[src/rtl/nf10_axis_unpacker_if.sv]
// AXI4-Stream bundle (tdata/tstrb/tuser/tvalid/tready/tlast) shared by the
// narrow input and wide output sides of nf10_axis_unpacker.
interface nf10_axis_unpacker_if #(
    parameter int unsigned DataWidth  = 64,
    parameter int unsigned TuserWidth = 128
);
    logic [DataWidth-1:0]   tdata;
    logic [DataWidth/8-1:0] tstrb;
    logic [TuserWidth-1:0]  tuser;
    logic                   tvalid;
    logic                   tready;
    logic                   tlast;

    modport master (output tdata, tstrb, tuser, tvalid, tlast, input tready);
    modport slave  (input tdata, tstrb, tuser, tvalid, tlast, output tready);
endinterface

[src/rtl/nf10_axis_unpacker.sv]
// Packs narrow AXI4-Stream beats into a wide stream, holds first-beat tuser for the
// packet and checks LEN against the received byte count. NF10_AXIS_UNPACKER_STATS_EN enables counters.
module nf10_axis_unpacker #(
    parameter int unsigned C_S_AXIS_DATA_WIDTH = 64,
    parameter int unsigned C_M_AXIS_DATA_WIDTH = 256,
    parameter int unsigned C_TUSER_DATA_WIDTH  = 128,
    parameter int unsigned C_LEN_DATA_WIDTH    = 16,
    parameter int unsigned C_COUNT_WIDTH       = 32
) (
    input  logic                     axi_aclk,
    input  logic                     axi_resetn,
    nf10_axis_unpacker_if.slave      s_axis,
    nf10_axis_unpacker_if.master     m_axis,
    output logic                     len_err,
    output logic [C_COUNT_WIDTH-1:0] pkt_count,
    output logic [C_COUNT_WIDTH-1:0] err_count
);
    localparam int unsigned SBytes = C_S_AXIS_DATA_WIDTH / 8;
    localparam int unsigned MBytes = C_M_AXIS_DATA_WIDTH / 8;
    localparam int unsigned Ratio  = C_M_AXIS_DATA_WIDTH / C_S_AXIS_DATA_WIDTH;
    localparam int unsigned LaneW  = (Ratio > 1) ? $clog2(Ratio) : 1;
    localparam int unsigned CntW   = $clog2(SBytes) + 1;
    localparam int unsigned SumW   = C_LEN_DATA_WIDTH + 1;

    typedef enum logic [0:0] {StFirst, StBody} state_e;

    state_e                          state_q, state_d;
    logic [LaneW-1:0]                lane_q, lane_d;
    logic [C_M_AXIS_DATA_WIDTH-1:0]  acc_data_q, acc_data_d, word_data;
    logic [MBytes-1:0]               acc_strb_q, acc_strb_d, word_strb;
    logic [C_TUSER_DATA_WIDTH-1:0]   meta_q, meta_d, cur_meta;
    logic [C_LEN_DATA_WIDTH-1:0]     sum_q, sum_d, sum_sat;
    logic [SumW-1:0]                 sum_wide;
    logic [CntW-1:0]                 beat_bytes;

    logic [C_M_AXIS_DATA_WIDTH-1:0]  tdata_q, tdata_d;
    logic [MBytes-1:0]               tstrb_q, tstrb_d;
    logic [C_TUSER_DATA_WIDTH-1:0]   tuser_q, tuser_d;
    logic                            tvalid_q, tvalid_d;
    logic                            tlast_q, tlast_d;
    logic                            len_err_q, len_err_d;

    logic s_ready, accept, last_lane, complete, pkt_end, mismatch;

    assign s_ready   = ~tvalid_q | m_axis.tready;
    assign accept    = s_axis.tvalid & s_ready;
    assign last_lane = (lane_q == LaneW'(Ratio - 1));
    assign complete  = accept & (last_lane | s_axis.tlast);
    assign pkt_end   = accept & s_axis.tlast;
    assign cur_meta  = (state_q == StFirst) ? s_axis.tuser : meta_q;

    // Current beat merged into the accumulator; untouched upper lanes stay zero.
    always_comb begin
        word_data = acc_data_q;
        word_strb = acc_strb_q;
        for (int unsigned l = 0; l < Ratio; l++) begin
            if (lane_q == LaneW'(l)) begin
                word_data[l*C_S_AXIS_DATA_WIDTH +: C_S_AXIS_DATA_WIDTH] = s_axis.tdata;
                word_strb[l*SBytes +: SBytes] = s_axis.tstrb;
            end
        end
    end

    always_comb begin
        beat_bytes = '0;
        for (int unsigned i = 0; i < SBytes; i++) begin
            if (s_axis.tstrb[i]) beat_bytes = CntW'(i + 1);
        end
        sum_wide = SumW'(sum_q) + SumW'(beat_bytes);
        sum_sat  = sum_wide[C_LEN_DATA_WIDTH] ? '1 : sum_wide[C_LEN_DATA_WIDTH-1:0];
    end

    assign mismatch = pkt_end & (sum_sat != cur_meta[C_LEN_DATA_WIDTH-1:0]);

    always_comb begin
        state_d    = state_q;
        lane_d     = lane_q;
        acc_data_d = acc_data_q;
        acc_strb_d = acc_strb_q;
        meta_d     = meta_q;
        sum_d      = sum_q;
        if (accept) begin
            unique case (state_q)
                StFirst: begin
                    meta_d = s_axis.tuser;
                    if (!s_axis.tlast) state_d = StBody;
                end
                StBody: begin
                    if (s_axis.tlast) state_d = StFirst;
                end
                default: state_d = StFirst;
            endcase
            sum_d = s_axis.tlast ? '0 : sum_sat;
            if (complete) begin
                lane_d     = '0;
                acc_data_d = '0;
                acc_strb_d = '0;
            end else begin
                lane_d     = lane_q + LaneW'(1);
                acc_data_d = word_data;
                acc_strb_d = word_strb;
            end
        end
    end

    always_comb begin
        tdata_d   = tdata_q;
        tstrb_d   = tstrb_q;
        tuser_d   = tuser_q;
        tlast_d   = tlast_q;
        tvalid_d  = tvalid_q & ~m_axis.tready;
        len_err_d = mismatch;
        if (complete) begin
            tdata_d  = word_data;
            tstrb_d  = word_strb;
            tuser_d  = cur_meta;
            tlast_d  = s_axis.tlast;
            tvalid_d = 1'b1;
        end
    end

    always_ff @(posedge axi_aclk or negedge axi_resetn) begin
        if (!axi_resetn) begin
            state_q    <= StFirst;
            lane_q     <= '0;
            acc_data_q <= '0;
            acc_strb_q <= '0;
            meta_q     <= '0;
            sum_q      <= '0;
            tdata_q    <= '0;
            tstrb_q    <= '0;
            tuser_q    <= '0;
            tvalid_q   <= 1'b0;
            tlast_q    <= 1'b0;
            len_err_q  <= 1'b0;
        end else begin
            state_q    <= state_d;
            lane_q     <= lane_d;
            acc_data_q <= acc_data_d;
            acc_strb_q <= acc_strb_d;
            meta_q     <= meta_d;
            sum_q      <= sum_d;
            tdata_q    <= tdata_d;
            tstrb_q    <= tstrb_d;
            tuser_q    <= tuser_d;
            tvalid_q   <= tvalid_d;
            tlast_q    <= tlast_d;
            len_err_q  <= len_err_d;
        end
    end

    assign s_axis.tready = s_ready;
    assign m_axis.tdata  = tdata_q;
    assign m_axis.tstrb  = tstrb_q;
    assign m_axis.tuser  = tuser_q;
    assign m_axis.tvalid = tvalid_q;
    assign m_axis.tlast  = tlast_q;
    assign len_err       = len_err_q;

`ifdef NF10_AXIS_UNPACKER_STATS_EN
    logic [C_COUNT_WIDTH-1:0] pkt_count_q, err_count_q;

    always_ff @(posedge axi_aclk or negedge axi_resetn) begin
        if (!axi_resetn) begin
            pkt_count_q <= '0;
            err_count_q <= '0;
        end else begin
            if (pkt_end) pkt_count_q <= pkt_count_q + C_COUNT_WIDTH'(1);
            if (mismatch) err_count_q <= err_count_q + C_COUNT_WIDTH'(1);
        end
    end

    assign pkt_count = pkt_count_q;
    assign err_count = err_count_q;
`else
    assign pkt_count = '0;
    assign err_count = '0;
`endif

endmodule

[src/flat_wrapper.sv]
// flat-port wrapper written by rule: the top's interface ports become plain ports
module nf10_axis_unpacker_flat 
#(
    parameter int unsigned C_S_AXIS_DATA_WIDTH = 64,
    parameter int unsigned C_M_AXIS_DATA_WIDTH = 256,
    parameter int unsigned C_TUSER_DATA_WIDTH  = 128,
    parameter int unsigned C_LEN_DATA_WIDTH    = 16,
    parameter int unsigned C_COUNT_WIDTH       = 32
)
  (axi_aclk, axi_resetn, len_err, pkt_count, err_count, s_axis_tdata, s_axis_tstrb, s_axis_tuser, s_axis_tvalid, s_axis_tlast, s_axis_tready, m_axis_tdata, m_axis_tstrb, m_axis_tuser, m_axis_tvalid, m_axis_tlast, m_axis_tready);
  nf10_axis_unpacker_if #(.DataWidth((64)), .TuserWidth((128))) s_axis_i ();
  nf10_axis_unpacker_if #(.DataWidth((256)), .TuserWidth((128))) m_axis_i ();
  input  logic axi_aclk;
  input  logic axi_resetn;
  output logic len_err;
  output logic [C_COUNT_WIDTH-1:0] pkt_count;
  output logic [C_COUNT_WIDTH-1:0] err_count;
  input wire logic [$bits(s_axis_i.tdata)-1:0] s_axis_tdata;
  input wire logic [$bits(s_axis_i.tstrb)-1:0] s_axis_tstrb;
  input wire logic [$bits(s_axis_i.tuser)-1:0] s_axis_tuser;
  input wire logic [$bits(s_axis_i.tvalid)-1:0] s_axis_tvalid;
  input wire logic [$bits(s_axis_i.tlast)-1:0] s_axis_tlast;
  output wire logic [$bits(s_axis_i.tready)-1:0] s_axis_tready;
  output wire logic [$bits(m_axis_i.tdata)-1:0] m_axis_tdata;
  output wire logic [$bits(m_axis_i.tstrb)-1:0] m_axis_tstrb;
  output wire logic [$bits(m_axis_i.tuser)-1:0] m_axis_tuser;
  output wire logic [$bits(m_axis_i.tvalid)-1:0] m_axis_tvalid;
  output wire logic [$bits(m_axis_i.tlast)-1:0] m_axis_tlast;
  input wire logic [$bits(m_axis_i.tready)-1:0] m_axis_tready;
  assign s_axis_i.tdata = s_axis_tdata;
  assign s_axis_i.tstrb = s_axis_tstrb;
  assign s_axis_i.tuser = s_axis_tuser;
  assign s_axis_i.tvalid = s_axis_tvalid;
  assign s_axis_i.tlast = s_axis_tlast;
  assign s_axis_tready = s_axis_i.tready;
  assign m_axis_tdata = m_axis_i.tdata;
  assign m_axis_tstrb = m_axis_i.tstrb;
  assign m_axis_tuser = m_axis_i.tuser;
  assign m_axis_tvalid = m_axis_i.tvalid;
  assign m_axis_tlast = m_axis_i.tlast;
  assign m_axis_i.tready = m_axis_tready;
  nf10_axis_unpacker #(.C_S_AXIS_DATA_WIDTH(C_S_AXIS_DATA_WIDTH), .C_M_AXIS_DATA_WIDTH(C_M_AXIS_DATA_WIDTH), .C_TUSER_DATA_WIDTH(C_TUSER_DATA_WIDTH), .C_LEN_DATA_WIDTH(C_LEN_DATA_WIDTH), .C_COUNT_WIDTH(C_COUNT_WIDTH)) u_core (.axi_aclk(axi_aclk), .axi_resetn(axi_resetn), .s_axis(s_axis_i), .m_axis(m_axis_i), .len_err(len_err), .pkt_count(pkt_count), .err_count(err_count));
endmodule
[config.mk]
export PLATFORM = sky130hd
export DESIGN_NAME = nf10_axis_unpacker_flat
export DESIGN_NICKNAME = d
export VERILOG_FILES = /design/src/rtl/nf10_axis_unpacker_if.sv /design/src/rtl/nf10_axis_unpacker.sv /design/src/flat_wrapper.sv
export SDC_FILE = /design/constraint.sdc
export NUM_CORES = 2
export LEC_CHECK = 0
export CAP_MARGIN = 20
export CORE_AREA = 2 2 266 268
export CTS_CLUSTER_SIZE = 12
export DETAILED_ROUTE_END_ITERATION = 8
export DIE_AREA = 0 0 268 270
export PLACE_DENSITY = 0.83
export REMOVE_ABC_BUFFERS = 1
export SETUP_SLACK_MARGIN = 0.4
export SYNTH_ARGS = -nofsm -noshare
export SYNTH_HDL_FRONTEND = slang
export SYNTH_SLANG_ARGS = --single-unit
[constraint.sdc]
create_clock -name axi_aclk -period 3.6 [get_ports axi_aclk]
set_clock_uncertainty 0.2 [all_clocks]
set_input_delay 0.72 -clock axi_aclk [delete_from_list [all_inputs] [get_ports axi_aclk]]
set_output_delay 0.72 -clock axi_aclk [all_outputs]
set_load 0.02 [all_outputs]
Yosys cells after proc, flatten, opt, wreduce, memory -nomap -nowiden:

Index checks and enable logic that the tools add are counted.

* bits in registers: 854
* input port bits: 205
* output and inout bits: 484
* logic and storage cells: 52

* add/sub/neg operators: 2
* eq/ne operators: 4
* mux-type cells: 24
* bitwise gates (word level): 9
* reductions and logical operators: 1

Operators with widths (number)
* 2-to-1 mux 256 bit: 1
* 2-to-1 mux 64 bit: 4
* 2-to-1 mux 128 bit: 1
* 2-to-1 mux 16 bit: 2
* 2-to-1 mux 32 bit: 1
* 2-to-1 mux 8 bit: 4
* adder 16 x 4 -> 17 bit: 1
* != test 16 bit: 1
* 2-to-1 mux 3 bit: 4
* 2-to-1 mux 2 bit: 3
* bitwise AND 1 bit: 5
* equality test 2 bit (second input constant): 2
* 2-to-1 mux 4 bit: 1
* 2-to-1 mux 1 bit: 3
* adder 2 x 1 -> 2 bit (second input constant): 1
* equality test 2 x 1 -> 1 bit (second input constant): 1
* logical NOT 2 bit: 1
* inverter 1 bit: 2
* bitwise OR 1 bit: 2

Depth between registers and ports, before layout:

* depth in word-level cells: 12
* gate-level depth with buffers: 18
* depth with buffers taken out: 16

Least setup slack after synthesis:

Ideal clock, no wire load.

* path type: in2reg
* start: input port s_axis_tstrb[1]
* end: register u_core.len_err_q (netlist: u_core.len_err)
* library setup time: 136 ps
* arrival: 3597 ps
* data required time: 3264 ps
* slack: -333 ps
* stages on the path: 17
* path buffers: 1
* path through: clkbuf_1 inv_1 a21oi_1 nor2_1 nor2_1 nor2_1 nor2_1 nor2_1 ha_1 fa_1 a211o_1 nand3_2 o21ai_0 a2111o_1 a32o_1 nor4_1 a31oi_1

* cells in the longest elaborated chain, start to end: 11

RTL lines
* start, declared: line flat_wrapper.sv:19 `input wire logic [$bits(s_axis_i.tstrb)-1:0] s_axis_tstrb;`
* 2-to-1 mux 2 bit (2 in a row): line nf10_axis_unpacker.sv:67 `if (s_axis.tstrb[i]) beat_bytes = CntW'(i + 1);`
* 2-to-1 mux 3 bit (4 in a row): line nf10_axis_unpacker.sv:67
* 2-to-1 mux 4 bit: line nf10_axis_unpacker.sv:67
* adder 16 x 4 -> 17 bit: line nf10_axis_unpacker.sv:69 `sum_wide = SumW'(sum_q) + SumW'(beat_bytes);`
* 2-to-1 mux 16 bit: line nf10_axis_unpacker.sv:70 `sum_sat = sum_wide[C_LEN_DATA_WIDTH] ? '1 : sum_wide[C_LEN_DATA_WIDTH-1:0];`
* != test 16 bit: line nf10_axis_unpacker.sv:73 `assign mismatch = pkt_end & (sum_sat != cur_meta[C_LEN_DATA_WIDTH-1:0]);`
* bitwise AND 1 bit: line nf10_axis_unpacker.sv:73
* named net u_core.len_err_d: line nf10_axis_unpacker.sv:41 `logic len_err_q, len_err_d;`
* end signal, assigned: line nf10_axis_unpacker.sv:148 `len_err_q <= len_err_d;`
* end, declared: line nf10_axis_unpacker.sv:41

The timed path passes the listed nets, and every way through them passes these cells.
A chain may end at the register's enable or synchronous reset.

Final worst setup path:

* start: input port s_axis_tstrb[0]
* end: register u_core.len_err_q (netlist: u_core.len_err)

* cells in the longest elaborated chain, start to end: 12

RTL lines (line)
* 2-to-1 mux 1 bit: nf10_axis_unpacker.sv:67
* 2-to-1 mux 2 bit (2 in a row): nf10_axis_unpacker.sv:67
* 2-to-1 mux 3 bit (4 in a row): nf10_axis_unpacker.sv:67
* 2-to-1 mux 4 bit: nf10_axis_unpacker.sv:67
* adder 16 x 4 -> 17 bit: nf10_axis_unpacker.sv:69
* 2-to-1 mux 16 bit: nf10_axis_unpacker.sv:70
* != test 16 bit: nf10_axis_unpacker.sv:73
* bitwise AND 1 bit: nf10_axis_unpacker.sv:73
* named net u_core.len_err_d: nf10_axis_unpacker.sv:41

The timed path passes the listed nets, and every way through them passes these cells.

==> flow_summary.yaml <==
clocking:
  clk_pin_slew_ns: 0.06
  root_buffer: "clkbuf_16"
  insertion_delay_ns: 0.63
  htreeDepth: 3
  cts_inserted_buffers: 88
  tritoncts: "built"
  numClockSinks: 854
  clockBufferDepth: 3
yosys:
  ys_warn_count: 0
  synth_area_per_cell_um2: 11.8
  synth_seq_cells: 854
  netlist_instances: 3043
  yosys.area.top_type_share_pct: 59.7
  synth-edff-count: 0
  ys.flop_type: "dfrtp_1"
  syn_area_um2: 35800
  ys_seq_area_share_pct: 59.7
  synth.most_common_cell: "dfrtp_1"
  async_flop_share_pct: 100
  synth_area_leaders: "dfrtp_1 60%, mux2i_1 12%, o21ai_0 6.1%, a22o_1 5.2%, nand2_1 4.7%"
  synth_commonest_cells: "854 x dfrtp_1, 448 x nand2_1, 436 x o21ai_0, 416 x mux2i_1, 214 x a22o_1"
  yosys.area.top_type: "dfrtp_1"
  ys_types: 58
setup_path:
  worst_setup_path_end_kind: "flop"
  crit_family: "compound AO/OA/AOI/OAI gates"
  slowest_delay_ns: 0.36
  rrSetupSlack_ns: 0.67
  crit_start: "s_axis_tstrb[0]"
  start_kind: "input port"
  worstPathRequired_ns: 3.90
  path_buf_inv: 2
  arrival_ns: 3.58
  crit_fanout: 3
  crit_slowest_cell: "fa_2"
  r2r_cells: 10
  crit_top_cell: "nor2_1"
  crit_chain: "buf_2 > a21oi_2 > nor2_2 > nor2_1 > nor2_1 > nor2_1 > nor2_1 > ha_2 > fa_2 > buf_4 > a211oi_4 > nor3_2 > xnor2_1 > a2111o_1 > a32o_2 > nor4_2 > a31oi_1"
  crit_type: "input port to flop"
  rr_startpoint: "u_core.sum_q[0]$_DFFE_PN0P_"
  r2r_end: "u_core.len_err$_DFF_PN0_"
layout:
  final_util_pct: 67.0
  drive_above_1_share_pct: 11.5
  stdcell_count: 4660
  num-nets-final: 3874
  stdcell_area_um2: 46600
  syn2layout_area_growth_pct: 30.1
routing:
  drc: 0
  wl_um: 101000
  dr.pass1.iters: 6
  wl_per_cell_um: 21.7
  vias: 26300
  viasPerCell: 5.64
  detail_route.iter0.violations: 2256
  ant_nets: 0
floorplanning:
  start_util_pct: 51.5
  io_pins: 689
  fp.dieH_um: 270
  die_x_um: 268
  row_count: 97
  dieArea_um2: 72400
  coreArea_um2: 69500
global_routing:
  grt_usage_pct: 27.9
  grt_pass1_vias: 27000
  antenna_found_initial: 5
  grt_pass1_wl_um: 157000
  grt_max_degree: 147
  grt_overflow: 0
placed_design:
  post-place-cells: 4501
  routabilityCongestion: 0.852
  pre_cts_ws_ns: -0.916
  dpl_cell_area_um2: 43600
  io_buffers: 624
  detailed_place_hpwl_um: 66300
power_and_ir_drop:
  p_comb_share_pct: 30.2
  p_leak_nw: 21.0
  p_per_area_nw_per_um2: 672
  power.internal_mw: 21.1
  swShare_pct: 32.7
  p_switching_mw: 10.2
  vdd_drop_max_mv: 0.503
  p_clk_share_pct: 28.2
  seqPwrFrac_pct: 41.6
  total_power_mw: 31.3
flow_run:
  maxCapViolCount: 0
worst_hold_path:
  hold_path_end: "u_core.m_axis.tdata[50]$_DFFE_PN0P_"
  hp-start: "u_core.m_axis.tdata[50]$_DFFE_PN0P_"
  hold_path_class: "flop to flop"
  min_delay_path_depth: 2
sta:
  finalSetupViolations: 0
  rsz0062_at_grt: "true"
  max_slew.worst_pin.slew_ns: 1.11
  max_clock_freq_ghz: 0.305
  slew_headroom_pct: 25.8
  drv_slew: 0
  fin_hold_ws_ns: 0.275
  period_minus_slack_ns: 3.28
  min_period_over_period_pct: 91.1
  fin_ws_ns: 0.320
  hold_violations: 0
  tns_ns: 0
status:
  status: "finished clean"
## cell usage in the layout (no fill, tap or decap), types with 12 or more instances in the layout
cell type / count
nand3_1: 12
buf_12: 39
nor2_1: 20
nand2_1: 446
clkbuf_16: 89
mux2_2: 126
buf_4: 88
clkdlybuf4s50_1: 616
and2_1: 74
o21ai_0: 433
clkbuf_8: 12
a21oi_1: 17
dfrtp_1: 853
mux2i_1: 416
clkbuf_1: 31
a22o_1: 214
conb_1: 64
## worst max-delay path by stage
stage | end | slack (ns) | depth (start not counted)
2_1_floorplan | u_core.acc_data_q[192]$_DFFE_PN0P_ | -12.25 | 4
3_3_place_gp | u_core.len_err$_DFF_PN0_ | -0.93 | 17
3_5_place_dp | u_core.len_err$_DFF_PN0_ | -0.92 | 17
4_1_cts | u_core.len_err$_DFF_PN0_ | 0.41 | 20
5_1_grt | u_core.len_err$_DFF_PN0_ | 0.21 | 17
6_report | u_core.len_err$_DFF_PN0_ | 0.32 | 17
## cell type report
type / instances / area, µm²
clock buffer: 132 / 2510
clock inverter: 16 / 267
tap: 940 / 1180
sequential: 854 / 21400
multi-input combinational: 1949 / 13400
fill: 4927 / 23000
antenna: 2 / 5.00
inverter: 9 / 33.8
timing repair buffer: 758 / 7760
## registers in the layout (all words and copies together), names as in the netlist
signal,count
u_core.acc_data_q,256
u_core.m_axis.tdata,256
u_core.len_err,1
u_core.m_axis.tstrb,32
u_core.meta_q,128
u_core.state_q,1
u_core.m_axis.tlast,1
u_core.m_axis.tvalid,1
u_core.lane_q,2
u_core.m_axis.tuser,128
u_core.sum_q,16
u_core.acc_strb_q,32
## power groups by stage
stage               combinational [mW]  clock (mW)  sequential [mW]
finish                            9.46        8.84             13.0
global route                      10.2        9.39             13.2
CTS                               9.51        8.98             13.0
detailed placement                9.38           0             13.1
global placement                  9.18           0             13.0
floorplan                         3.68           0             14.4
## kinds of logic (layout without fill, tap and decap cells)
| logic type | Yosys count | in the layout | share of synthesized area [%] |
|---|---|---|---|
| multiplexers | 542 | 542 | 15.6 |
| adder cells (fa/ha/maj) | 9 | 9 | 0.336 |
| flip-flops | 854 | 854 | 59.7 |
| XOR/XNOR | 13 | 13 | 0.318 |
| buffers and inverters | 303 | 915 | 4.13 |
| AND/OR/NAND/NOR | 602 | 602 | 7.23 |
| AO/OA/AOI/OAI | 719 | 719 | 12.7 |
| other | 1 | 66 | 0.0105 |
## routing by layer
layer	wire length, µm	up-vias	GRT usage, %
met3	9880	210	9.02
met5	27	-	0
met4	3570	4	10.6
met2	47400	1137	44.0
met1	40100	13100	36.0
li1	-	11800	-
## worst min-delay path: cells and delay by family, from the launching register on
family             cells  cell delay, ns
DFF                    1            0.34
AOI/OAI and AO/OA      1            0.06
and+or+nand+nor        1            0.05
## what timing repair did
action | in CTS | in global routing
endpoints found under the setup margin | 11 | 8
hold buffers | 1 | 0
resized for setup | 47 | 12
cloned | 0 | 0
buffers inserted | 7 | 1
endpoints found under the hold margin | 56 | 0
pin swaps | 21 | 16
No activity file was read; power rests on OpenSTA's default activity.
